`src/rtl/ysyx_22040237_regfile_pkg.sv`:
```
// Shared register-file constants and helpers for the ysyx_22040237 core.
// The width macros are kept for files that still use the define form.
`ifndef YSYX_22040237_REGFILE_DEFINES
`define YSYX_22040237_REGFILE_DEFINES
`define ysyx_22040237_REG_WIDTH 64
`define ysyx_22040237_REG_IDX_W 5
`define ysyx_22040237_NUM_GPR 32
`define ysyx_22040237_GPR_ZERO 0
`endif

package ysyx_22040237_regfile_pkg;

  localparam int REG_WIDTH = `ysyx_22040237_REG_WIDTH;
  localparam int REG_IDX_W = `ysyx_22040237_REG_IDX_W;
  localparam int NUM_GPR   = `ysyx_22040237_NUM_GPR;
  localparam int GPR_ZERO  = `ysyx_22040237_GPR_ZERO;

  // Individual hazard sources; stall is the OR of all of them.
  typedef struct packed {
    logic rs1_raw;
    logic rs2_raw;
    logic waw;
  } sb_hazard_t;

  function automatic logic is_zero_idx(input logic [REG_IDX_W-1:0] idx);
    return idx == REG_IDX_W'(GPR_ZERO);
  endfunction

endpackage

```
`src/rtl/ysyx_22040237_scoreboard.sv`:
```
// Pending-write scoreboard: marks destinations at issue, clears at writeback,
// and reports RAW/WAW hazards to decode.
module ysyx_22040237_scoreboard
  import ysyx_22040237_regfile_pkg::*;
#(
  parameter int IDX_W = REG_IDX_W,
  parameter int NREG  = NUM_GPR
) (
  input  logic             clk,
  input  logic             rst,
  input  logic             i_wb_en,
  input  logic [IDX_W-1:0] i_wb_idx,
  input  logic [IDX_W-1:0] i_rs1_idx,
  input  logic [IDX_W-1:0] i_rs2_idx,
  input  logic             i_rs1_use,
  input  logic             i_rs2_use,
  input  logic             i_issue_en,
  input  logic [IDX_W-1:0] i_issue_idx,
  output logic             o_rs1_busy,
  output logic             o_rs2_busy,
  output logic             o_stall
);

  logic [NREG-1:1] r_pending;
  logic [NREG-1:1] w_pending_next;
  logic [NREG-1:1] w_clear_hit;
  logic [NREG-1:1] w_set_hit;
  logic [NREG-1:0] w_pend_full;
  logic            w_accept;
  sb_hazard_t      w_haz;

  // x0 is never pending, so bit 0 of the lookup vector is tied low.
  assign w_pend_full = {r_pending, 1'b0};

  genvar gi;
  generate
    for (gi = 1; gi < NREG; gi++) begin : g_pend
      assign w_clear_hit[gi]    = i_wb_en && (i_wb_idx == IDX_W'(gi));
      assign w_set_hit[gi]      = w_accept && (i_issue_idx == IDX_W'(gi));
      // A new producer issued in the writeback cycle keeps ownership.
      assign w_pending_next[gi] = w_set_hit[gi] || (r_pending[gi] && !w_clear_hit[gi]);
    end
  endgenerate

  assign o_rs1_busy = rst && w_pend_full[i_rs1_idx]
                      && !(i_wb_en && (i_wb_idx == i_rs1_idx));
  assign o_rs2_busy = rst && w_pend_full[i_rs2_idx]
                      && !(i_wb_en && (i_wb_idx == i_rs2_idx));

  assign w_haz.rs1_raw = i_rs1_use && o_rs1_busy;
  assign w_haz.rs2_raw = i_rs2_use && o_rs2_busy;
  assign w_haz.waw     = rst && i_issue_en && w_pend_full[i_issue_idx]
                         && !(i_wb_en && (i_wb_idx == i_issue_idx));

  assign o_stall  = |w_haz;
  assign w_accept = rst && i_issue_en && !o_stall;

  always_ff @(posedge clk) begin
    if (!rst) begin
      r_pending <= '0;
    end else begin
      r_pending <= w_pending_next;
    end
  end

endmodule

```
`src/rtl/ysyx_22040237_regfile.sv`:
```
// Integer register file: x1..x31 storage, two combinational read ports with
// writeback bypass, and the pending-write scoreboard for issue control.
module ysyx_22040237_regfile
  import ysyx_22040237_regfile_pkg::*;
#(
  parameter int DATA_W = REG_WIDTH,
  parameter int IDX_W  = REG_IDX_W,
  parameter int NREG   = NUM_GPR
) (
  input  logic              clk,
  input  logic              rst,
  input  logic              rd_wr_en_i,
  input  logic [IDX_W-1:0]  rd_idx_i,
  input  logic [DATA_W-1:0] rd_data_i,
  input  logic [IDX_W-1:0]  rs1_idx_i,
  input  logic [IDX_W-1:0]  rs2_idx_i,
  input  logic              rs1_use_i,
  input  logic              rs2_use_i,
  output logic [DATA_W-1:0] rs1_data_o,
  output logic [DATA_W-1:0] rs2_data_o,
  input  logic              issue_en_i,
  input  logic [IDX_W-1:0]  issue_rd_idx_i,
  output logic              rs1_busy_o,
  output logic              rs2_busy_o,
  output logic              stall_o
);

  logic [DATA_W-1:0] r_regs    [1:NREG-1];
  logic [DATA_W-1:0] w_rd_view [NREG];
  logic [NREG-1:1]   w_wr_sel;
  logic              w_rs1_byp;
  logic              w_rs2_byp;

  assign w_rd_view[0] = '0;

  genvar gi;
  generate
    for (gi = 1; gi < NREG; gi++) begin : g_gpr
      assign w_wr_sel[gi]  = rd_wr_en_i && (rd_idx_i == IDX_W'(gi));
      assign w_rd_view[gi] = r_regs[gi];
    end
  endgenerate

  always_ff @(posedge clk) begin
    for (int i = 1; i < NREG; i++) begin
      if (!rst) begin
        r_regs[i] <= '0;
      end else if (w_wr_sel[i]) begin
        r_regs[i] <= rd_data_i;
      end
    end
  end

  assign w_rs1_byp = rd_wr_en_i && (rd_idx_i == rs1_idx_i) && !is_zero_idx(rs1_idx_i);
  assign w_rs2_byp = rd_wr_en_i && (rd_idx_i == rs2_idx_i) && !is_zero_idx(rs2_idx_i);

  // Reads are forced to zero while reset is held, regardless of storage.
  always_comb begin
    rs1_data_o = '0;
    rs2_data_o = '0;
    if (rst) begin
      rs1_data_o = w_rs1_byp ? rd_data_i : w_rd_view[rs1_idx_i];
      rs2_data_o = w_rs2_byp ? rd_data_i : w_rd_view[rs2_idx_i];
    end
  end

  ysyx_22040237_scoreboard #(
    .IDX_W (IDX_W),
    .NREG  (NREG)
  ) u_scoreboard (
    .clk         (clk),
    .rst         (rst),
    .i_wb_en     (rd_wr_en_i),
    .i_wb_idx    (rd_idx_i),
    .i_rs1_idx   (rs1_idx_i),
    .i_rs2_idx   (rs2_idx_i),
    .i_rs1_use   (rs1_use_i),
    .i_rs2_use   (rs2_use_i),
    .i_issue_en  (issue_en_i),
    .i_issue_idx (issue_rd_idx_i),
    .o_rs1_busy  (rs1_busy_o),
    .o_rs2_busy  (rs2_busy_o),
    .o_stall     (stall_o)
  );

endmodule

```
`config.mk`:
```
export PLATFORM = sky130hd
export DESIGN_NAME = ysyx_22040237_regfile
export DESIGN_NICKNAME = d
export VERILOG_FILES = /design/src/rtl/ysyx_22040237_regfile_pkg.sv /design/src/rtl/ysyx_22040237_scoreboard.sv /design/src/rtl/ysyx_22040237_regfile.sv
export SDC_FILE = /design/constraint.sdc
export NUM_CORES = 2
export LEC_CHECK = 0
export BUFFER_PORTS_ARGS = -buffer_cell sky130_fd_sc_hd__buf_2
export CAP_MARGIN = 20
export CORE_MARGIN = 4
export CORE_UTILIZATION = 25
export CTS_CLUSTER_SIZE = 24
export DETAILED_ROUTE_END_ITERATION = 12
export SYNTH_ARGS = -nofsm -noshare
export SYNTH_HDL_FRONTEND = slang
export SYNTH_SLANG_ARGS = --single-unit
```
`constraint.sdc`:
```
create_clock -name clk -period 10.8 [get_ports clk]
set_input_delay 0 -clock clk [delete_from_list [all_inputs] [get_ports clk]]
set_output_delay 0 -clock clk [all_outputs]
set_load 0.02 [all_outputs]
```
==> metrics.md <==
| Metric | Value |
|---|---|
| Post-synth EDFFs | 1984 |
| Highest-count cells in the layout ignoring fill and taps | and2_1, edfxtp_1, mux4_2, mux2i_1, clkbuf_16 |
| Syn_area_per_cell | 14.09 um^2 |
| Power density cells | 156.4 nW/um^2 |
| Mapped Nets | 7877 |
| R2R Path Start | u_scoreboard.r_pending[17]$_SDFF_PN0_ |
| Worst hold path class | input port to flip-flop |
| Reg clk slew, reported paths | 60 ps |
| Sequential Power Share | 0.473 |
| CTS Buffer Depth | 4 |
| Initial drt markers | 13620 |
| Gate power share | 0.133 |
| Post-route setup TNS | 0 ps |
| CP startpoint kind | input port |
| Post-CTS Setup Bufs | 0 |
| Final Hold Viols | 0 |
| Synth Flop Type | edfxtp_1 |
| Hold_buf cts | 92 |
| Core ar. | 437500 um^2 |
| Post-cts sizing count | 0 |
| R2R depth | 10 |
| Root Buffer | clkbuf_16 |
| Max-slew violation count | 0 |
| Clock Power Share | 0.394 |
| Status | complete, no violations |
| Vias in the first global route | 77540 |
| Pre-CTS setup slack | 5561 ps |
| Clock skew | 14.26 ps |
| Die area | 449500 um^2 |
| Register bit total from synthesis | 2015 |
| Layout cell share with drive strength beyond 1 | 0.2403 |
| Pre-Repair DR Iteration Count | 7 |
| Hold Slack | 203.3 ps |
| Fin crit share | 0.4837 |
| Htree depth | 4 |
| Critical Path Slowest Stage Cell | buf_4 |
| WP data required | 10800 ps |
| Largest stage delay, worst path | 910 ps |
| Net switching power | 5.183 mW |
| Leak Pwr | 42.06 nW |
| Hold Crit Depth | 4 |
| Seq/Total Area, Yosys | 0.5487 |
| Hold Path Sink | u_scoreboard.r_pending[28]$_SDFF_PN0_ |
| Worst-margin pin slew | 1263 ps |
| P_int | 14.38 mW |
| Peak fanout along the critical path | 75 |
| CP Class | input port to primary output |
| Achievable clock frequency | 191.4 MHz |
| Global-route wire length before repair | 641700 um |
| Reg-to-reg slack, setup | 6970 ps |
| Largest net degree at the start of global routing | 120 |
| Netlist cell types | 54 |
| GR Overflow Total | 0 |
| Critical path's most frequent cell | buf_4 |
| Remaining DRCs | 0 |
| CP Launch Point | rs1_idx_i[1] |
| Num rows | 243 |
| Ys Warns | 0 |
| Power Total | 19.57 mW |
| Final min period | 5224 ps |
| Initial antenna violation count | 108 |
| Via/cell ratio | 5.760 |
| Layout Cells excl Fill | 13650 |
| Switching part of the total | 0.2649 |
| Die W | 670.4 um |
| Worst Path Arrival | 5220 ps |
| CTS tree | yes |
| Slew margin rel. | 0.1578 |
| Min-delay src | issue_rd_idx_i[4] |
| R2r endpoint | u_scoreboard.r_pending[23]$_SDFF_PN0_ |
| GPL Wtd Cong | 0.8222 |
| Post-synth ARST share | 0 |
| Worst Setup End Kind | primary output |
| WL per Instance | 34.50 um |
| Max cap viols | 0 |
| Clock Sinks | 2015 |
| Die height | 670.4 um |
| Area Overhead vs Synth | 14.05% |
| Nets | 7764 |
| Number of CTS-inserted buffers | 223 |
| Total Routed Length | 470900 um |
| Starting density of the core | 0.2508 |
| Placed cell count | 13110 |
| Detail Placement HPWL | 257800 um |
| I/O Buffers | 220 |
| Unrepaired setup endpoints after global routing | false |
| Worst path cell trace | buf_8 -> buf_4 -> buf_4 -> buf_4 -> mux4_2 -> mux2_2 -> o21ai_0 -> nand2_1 -> o21ai_0 -> o22ai_1 -> buf_2 |
| Via count | 78610 |
| All-Layer GR Usage | 0.2014 |
| Clk_lat worst skew | 880 ps |
| Worst Setup Slack, final | 5576 ps |
| Antenna viol nets, final | 0 |
| Setup violators final | 0 |
| Worst vdd ir | 0.0001333 V |
| Post-synthesis cell area | 109700 um^2 |
| Mapped Cells | 7787 |
| I/O Pins | 221 |
==> metrics by stage <==
step | utilization | area [um^2]
floorplan | - | 109700
global placement | 0.2670 | 116800
detailed placement | 0.2673 | 116900
CTS | 0.2856 | 125000
global route | 0.2858 | 125100
finish | 0.2860 | 125100
==> power groups by stage <==
stage               sequential, mW  clock [mW]  combinational, mW
detailed placement            9.40           0               2.53
global route                  9.28        8.07               2.68
global placement              9.35           0               2.51
CTS                           9.24        7.74               2.57
finish                        9.25        7.71               2.61
floorplan                     9.37           0               1.54
==> per-layer routing <==
layer  global-route usage  wire length (um)  vias up
li1                     -                 -    29780
met1               0.2408            158100    40370
met2               0.3229            219900     6792
met3              0.04569             56980     1643
met4               0.1376             35720       22
met5                    0               128        -
==> critical path, delay by kind of cell <==
kind	cells	cell delay, ps
buf+inv	5	3330
mux	2	880
compound gates	3	630
simple gates	1	100
==> registers in the layout, summed over array words and instances, names as in the netlist <==
signal	flops
r_regs	1984
u_scoreboard.r_pending	31
==> synthesized netlist by cell type (39+ instances only) <==
master | n | area (um^2)
buf_2 | 181 | 905.9
o21ai_0 | 190 | 950.9
buf_4 | 40 | 300.3
nor2_1 | 156 | 585.6
a22oi_1 | 102 | 765.7
a21oi_1 | 128 | 640.6
clkbuf_1 | 604 | 2267
nand2_1 | 181 | 679.4
buf_1 | 39 | 146.4
and2_1 | 1984 | 12410
edfxtp_1 | 1984 | 59580
mux2i_1 | 369 | 3694
nor3_1 | 78 | 390.4
mux2_2 | 223 | 2511
a221oi_1 | 217 | 1901
mux4_2 | 784 | 17660
o22ai_1 | 126 | 788.3
a311oi_1 | 50 | 437.9
==> worst max path at each step <==
stage / cells after the start / end
after CTS: 11 / rs2_data_o[46]
after global routing: 11 / rs2_data_o[41]
final: 11 / rs1_data_o[33]
after detailed placement: 11 / rs2_data_o[46]
after global placement: 11 / rs2_data_o[41]
after floorplan: 5 / r_regs[0][768]$_SDFFCE_PN0P_
==> logic make-up (layout without fill, tap and decap cells) <==
| group | count (synthesis) | after routing | share of synthesized area |
|---|---|---|---|
| XOR/XNOR | 15 | 15 | 0.001198 |
| buffers and inverters | 896 | 959 | 0.03440 |
| multiplexers | 1379 | 1379 | 0.2182 |
| flip-flops | 2015 | 2015 | 0.5487 |
| other | 0 | 39 | 0 |
| AO/OA/AOI/OAI | 989 | 989 | 0.06404 |
| AND/OR/NAND/NOR | 2493 | 2493 | 0.1334 |
==> cell type report <==
| type | count | area (um^2) |
|---|---|---|
| Antenna cell | 39 | 97.59 |
| Fill cell | 43490 | 312400 |
| Sequential cell | 2015 | 60200 |
| Tap cell | 5757 | 7203 |
| Clock buffer | 268 | 5771 |
| Clock inverter | 133 | 1345 |
| Timing Repair Buffer | 531 | 3968 |
| Multi-Input combinational cell | 4876 | 46430 |
| Inverter | 27 | 107.6 |
No activity file was read; power rests on OpenSTA's default activity.
